[config.mk]
export PLATFORM = sky130hd
export DESIGN_NAME = cpu_run_monitor
export DESIGN_NICKNAME = d
export VERILOG_FILES = /design/src/rtl/cpu_run_monitor.sv
export SDC_FILE = /design/constraint.sdc
export NUM_CORES = 1
export LEC_CHECK = 0
export BUFFER_PORTS_ARGS = -buffer_cell sky130_fd_sc_hd__buf_2
export CAP_MARGIN = 15
export CORE_ASPECT_RATIO = 1.75
export CORE_UTILIZATION = 47
export DETAILED_ROUTE_END_ITERATION = 6
export PLACE_DENSITY = 0.74
export SLEW_MARGIN = 10
export SYNTH_ARGS = -nofsm -noshare
export SYNTH_HDL_FRONTEND = slang
export SYNTH_SLANG_ARGS = --single-unit
[constraint.sdc]
create_clock -name clk -period 4.4 [get_ports clk]
set_input_delay 0.22 -clock clk [delete_from_list [all_inputs] [get_ports clk]]
set_output_delay 0.22 -clock clk [all_outputs]
set_load 0.02 [all_outputs]
[src/rtl/cpu_run_monitor.sv]
// Run controller for the cpu core: sequences its reset, counts RUN cycles, detects jump-to-self halt, checks result.
// Latency: done rises one cycle after halt (CHECK) or on the timeout edge; no backpressure, start is ignored outside IDLE/DONE.
module cpu_run_monitor #(
    parameter int ADDRESS_WIDTH  = 32,
    parameter int DATA_WIDTH     = 32,
    parameter int RESET_CYCLES   = 4,
    parameter int HALT_REPEAT    = 3,
    parameter int TIMEOUT_CYCLES = 100,
    parameter int CNT_WIDTH      = 16
) (
    input  logic                     clk,
    input  logic                     rst,
    input  logic                     start,
    input  logic [DATA_WIDTH-1:0]    expected_result,
    input  logic [DATA_WIDTH-1:0]    result,
    input  logic [ADDRESS_WIDTH-1:0] pcw,
    output logic                     cpu_rst,
    output logic                     done,
    output logic                     pass,
    output logic                     timeout,
    output logic [CNT_WIDTH-1:0]     cycle_count,
    output logic [ADDRESS_WIDTH-1:0] halt_pc
);

    localparam int RST_W = $clog2(RESET_CYCLES + 1);
    localparam int REP_W = $clog2(HALT_REPEAT + 1);

    localparam logic [RST_W-1:0]     RST_LAST    = RST_W'(RESET_CYCLES - 1);
    localparam logic [REP_W-1:0]     REP_HALT    = REP_W'(HALT_REPEAT);
    localparam logic [CNT_WIDTH-1:0] CNT_TIMEOUT = CNT_WIDTH'(TIMEOUT_CYCLES);
    localparam logic [CNT_WIDTH-1:0] CNT_MAX     = '1;

    typedef enum logic [2:0] {
        S_IDLE,
        S_RESET,
        S_RUN,
        S_CHECK,
        S_DONE
    } state_t;

    state_t                   state;
    logic [RST_W-1:0]         rst_cnt;
    logic [REP_W-1:0]         rep_cnt;
    logic [ADDRESS_WIDTH-1:0] prev_pc;

    logic [CNT_WIDTH-1:0]     cnt_next;
    logic [REP_W-1:0]         rep_next;
    logic                     first_run;
    logic                     halt_hit;
    logic                     timeout_hit;

    // cycle_count is cleared on start and never wraps to zero, so zero marks the first RUN cycle
    always_comb begin
        first_run   = (cycle_count == '0);
        cnt_next    = (cycle_count == CNT_MAX) ? cycle_count : cycle_count + CNT_WIDTH'(1);
        rep_next    = '0;
        if (!first_run && (pcw == prev_pc)) begin
            rep_next = rep_cnt + REP_W'(1);
        end
        halt_hit    = !first_run && (rep_next == REP_HALT);
        timeout_hit = !halt_hit && (cnt_next == CNT_TIMEOUT);
    end

    always_ff @(posedge clk or negedge rst) begin
        if (!rst) begin
            state       <= S_IDLE;
            cpu_rst     <= 1'b1;
            done        <= 1'b0;
            pass        <= 1'b0;
            timeout     <= 1'b0;
            cycle_count <= '0;
            halt_pc     <= '0;
            rep_cnt     <= '0;
            rst_cnt     <= '0;
            prev_pc     <= '0;
        end else begin
            case (state)
                S_IDLE, S_DONE: begin
                    if (start) begin
                        state       <= S_RESET;
                        cpu_rst     <= 1'b1;
                        done        <= 1'b0;
                        pass        <= 1'b0;
                        timeout     <= 1'b0;
                        cycle_count <= '0;
                        halt_pc     <= '0;
                        rep_cnt     <= '0;
                        rst_cnt     <= '0;
                    end
                end
                S_RESET: begin
                    if (rst_cnt == RST_LAST) begin
                        state   <= S_RUN;
                        cpu_rst <= 1'b0;
                    end else begin
                        rst_cnt <= rst_cnt + RST_W'(1);
                    end
                end
                S_RUN: begin
                    cycle_count <= cnt_next;
                    prev_pc     <= pcw;
                    rep_cnt     <= rep_next;
                    if (halt_hit) begin
                        halt_pc <= pcw;
                        state   <= S_CHECK;
                    end else if (timeout_hit) begin
                        timeout <= 1'b1;
                        pass    <= 1'b0;
                        done    <= 1'b1;
                        cpu_rst <= 1'b1;
                        state   <= S_DONE;
                    end
                end
                S_CHECK: begin
                    pass    <= (result == expected_result);
                    done    <= 1'b1;
                    cpu_rst <= 1'b1;
                    state   <= S_DONE;
                end
                default: begin
                    state <= S_IDLE;
                end
            endcase
        end
    end

endmodule

==> results_dict.tcl <==
set metrics [dict create \
    ys_ff_latch 92 \
    core-area_um2 10400 \
    hold_viol_final 0 \
    end_kind "register" \
    ios 151 \
    remaining_drc_errors 0 \
    synth_edf_count 0 \
    clk_path_buf_depth 2 \
    postCtsSetupBuffers 0 \
    layout.nets 731 \
    fin_setup_tns_ns 0 \
    cts.sinks 92 \
    drtIter0Drc 265 \
    antenna_found_initial 0 \
    drtPass1Iterations 5 \
    grt_start_max_net_pins 55 \
    crit_path_max_fanout 8 \
    cts_hold_buf 1 \
    port_buffers 150 \
    setup_viol 0 \
    synth_top_flop_cell "dfrtp_1" \
    wl_per_cell_um 18.9 \
    dp_slack_ns 1.56 \
    start_util_pct 48.8 \
    crit_type "reg -> reg" \
    grt_pass1_wl_um 22900 \
    die_h_um 140 \
    setup_slack_ns 1.53 \
    grt_pass1_vias 4623 \
    ant_nets 0 \
    fp.dieW_um 80.6 \
    synth_fp_nets 591 \
    synth_area_um2 5090 \
    yosysUniqueCellTypes 51 \
    path_clk_slew_ns 0.07 \
    tightest_slew_ns 1.07 \
    placed_area_um2 5910 \
    power_leakage_uw 0.00338 \
    numCtsBuffers 9 \
    final_cell_mix "buf_2 (149), dfrtp_1 (91), xor2_1 (45)" \
    yosysWarnings 0 \
    grt_overflow 0 \
    slew_violations 0 \
    stdcell_area_um2 6250 \
    fin_crit_sh_pct 65.2 \
    power_uw 3230 \
    place_congestion 0.963 \
    cp-start-kind "register" \
    period_needed_ns 2.87 \
    hold_class "in -> reg" \
    areaGrowthSynthToFinish_pct 22.9 \
    syn_area_per_cell_um2 10.4 \
    final_common_cell "buf_2" \
    cts_resized 0 \
    slew_headroom_pct 28.6 \
    rows 49 \
    ir_drop_uv 404 \
    drt_wl_total_um 14400 \
    synthCells 488 \
    routed_via_density 5.81 \
    die-area_um2 11300 \
    fillers 902 \
    htree_levels 3 \
    vias 4422 \
    powerDensity_nw_per_um2 516 \
    synth_async_sr_flop_share_pct 100 \
    skew_ns 0.00938 \
    drive_above_1_share_pct 33.8 \
    root_buffer "clkbuf_16" \
    clk_latency_ns 0.34 \
    clock.fmax_mhz 349 \
    ys_seq_area_share_pct 45.3 \
    holdWs_ns 0.247 \
    cts_tree "done" \
    cap_violations 0 \
    cp.required_ns 4.63 \
    hpwlAfterDp_um 10800 \
    grt_usage_pct 26.7 \
    status "finished clean" \
    rsz0062_at_grt "no" \
    cp.arrival_ns 3.10 \
]
-- worst max-delay path, cell delays in order (launching register included) --
cell and delay [ns]:
dfrtp_1 0.52, ha_1 0.31, nand4_1 0.31, nor3_2 0.38, mux2_2 0.37, a2bb2oi_1 0.13, nor3_1 0.27, nand3_2 0.19
a41o_1 0.28
-- sequential cells by signal, indices dropped and copies added (netlist names) --
signal and flops:
prev_pc 32, timeout 1, cycle_count 16, rep_cnt 2, done 1, pass 1
state 3, rst_cnt 3, halt_pc 32, cpu_rst 1
-- power by group --
part           internal, µW  switching [µW]
Combinational           464             657
Sequential             1070             186
Clock                   531             319
-- routing by layer --
metal / share of wire (%) / vias to the layer above / global-route usage (%)
met4: 3.1 / 0 / 12.5
met3: 3.9 / 33 / 3.34
met2: 56 / 158 / 48.3
li1: - / 2061 / -
met5: 0 / - / 0
met1: 37 / 2170 / 30.1
-- metrics by stage --
step,cells,util (%)
floorplan,488,-
global placement,743,56.7
detailed placement,743,56.7
CTS,760,60.0
global route,760,60.0
finish,761,60.0
-- layout make-up --
| class | instances | area [µm²] | share of cell area (%) |
|---|---|---|---|
| clock inverters | 3 | 68.8 | 1.10 |
| flip-flops and latches | 92 | 2300 | 36.8 |
| repair buffers | 157 | 808 | 12.9 |
| well taps | 127 | 159 | 2.54 |
| inverters | 7 | 26.3 | 0.420 |
| multi-input cells | 361 | 2620 | 42.0 |
| clock buffers | 13 | 260 | 4.16 |
| diodes | 1 | 2.50 | 0.0400 |
-- kinds of logic after synthesis --
| kind of cell | synth area share, % |
|---|---|
| adder cells (fa/ha/maj) | 0.984 |
| multiplexers | 8.09 |
| flip-flops | 45.3 |
| AO/OA/AOI/OAI | 12.0 |
| AND/OR/NAND/NOR | 18.9 |
| buffers and inverters | 3.34 |
| XOR/XNOR | 11.4 |
-- Yosys cell counts, types with 13 or more instances --
master / number / share of area (%)
a21oi_1: 16 / 1.6
nand2_1: 18 / 1.3
xor2_1: 45 / 7.7
nand3_1: 13 / 1.3
nor4_1: 20 / 2.5
and3_1: 35 / 4.3
xnor2_1: 21 / 3.6
nor2_1: 19 / 1.4
dfrtp_1: 91 / 45
nand4_1: 20 / 2.5
clkbuf_1: 14 / 1.0
o21ai_0: 22 / 2.2
a21o_1: 34 / 5.0
mux2_2: 33 / 7.3
-- worst paths after layout --
check	from	to	slack, ns	cells after the start
worst max-delay path	cycle_count[0]$_DFFE_PN0P_	pass$_DFFE_PN0P_	1.53	8
worst min-delay path	start	state[2]$_DFFE_PN0P_	0.25	4
worst max register to register	cycle_count[0]$_DFFE_PN0P_	pass$_DFFE_PN0P_	1.53	8
worst min register to register	prev_pc[1]$_DFFE_PN0P_	prev_pc[1]$_DFFE_PN0P_	0.49	1
max in group asynchronous	rst	cycle_count[5]$_DFFE_PN0P_	2.92	3
min in group asynchronous	rst	cycle_count[8]$_DFFE_PN0P_	0.47	2
No activity file was read; power rests on OpenSTA's default activity.
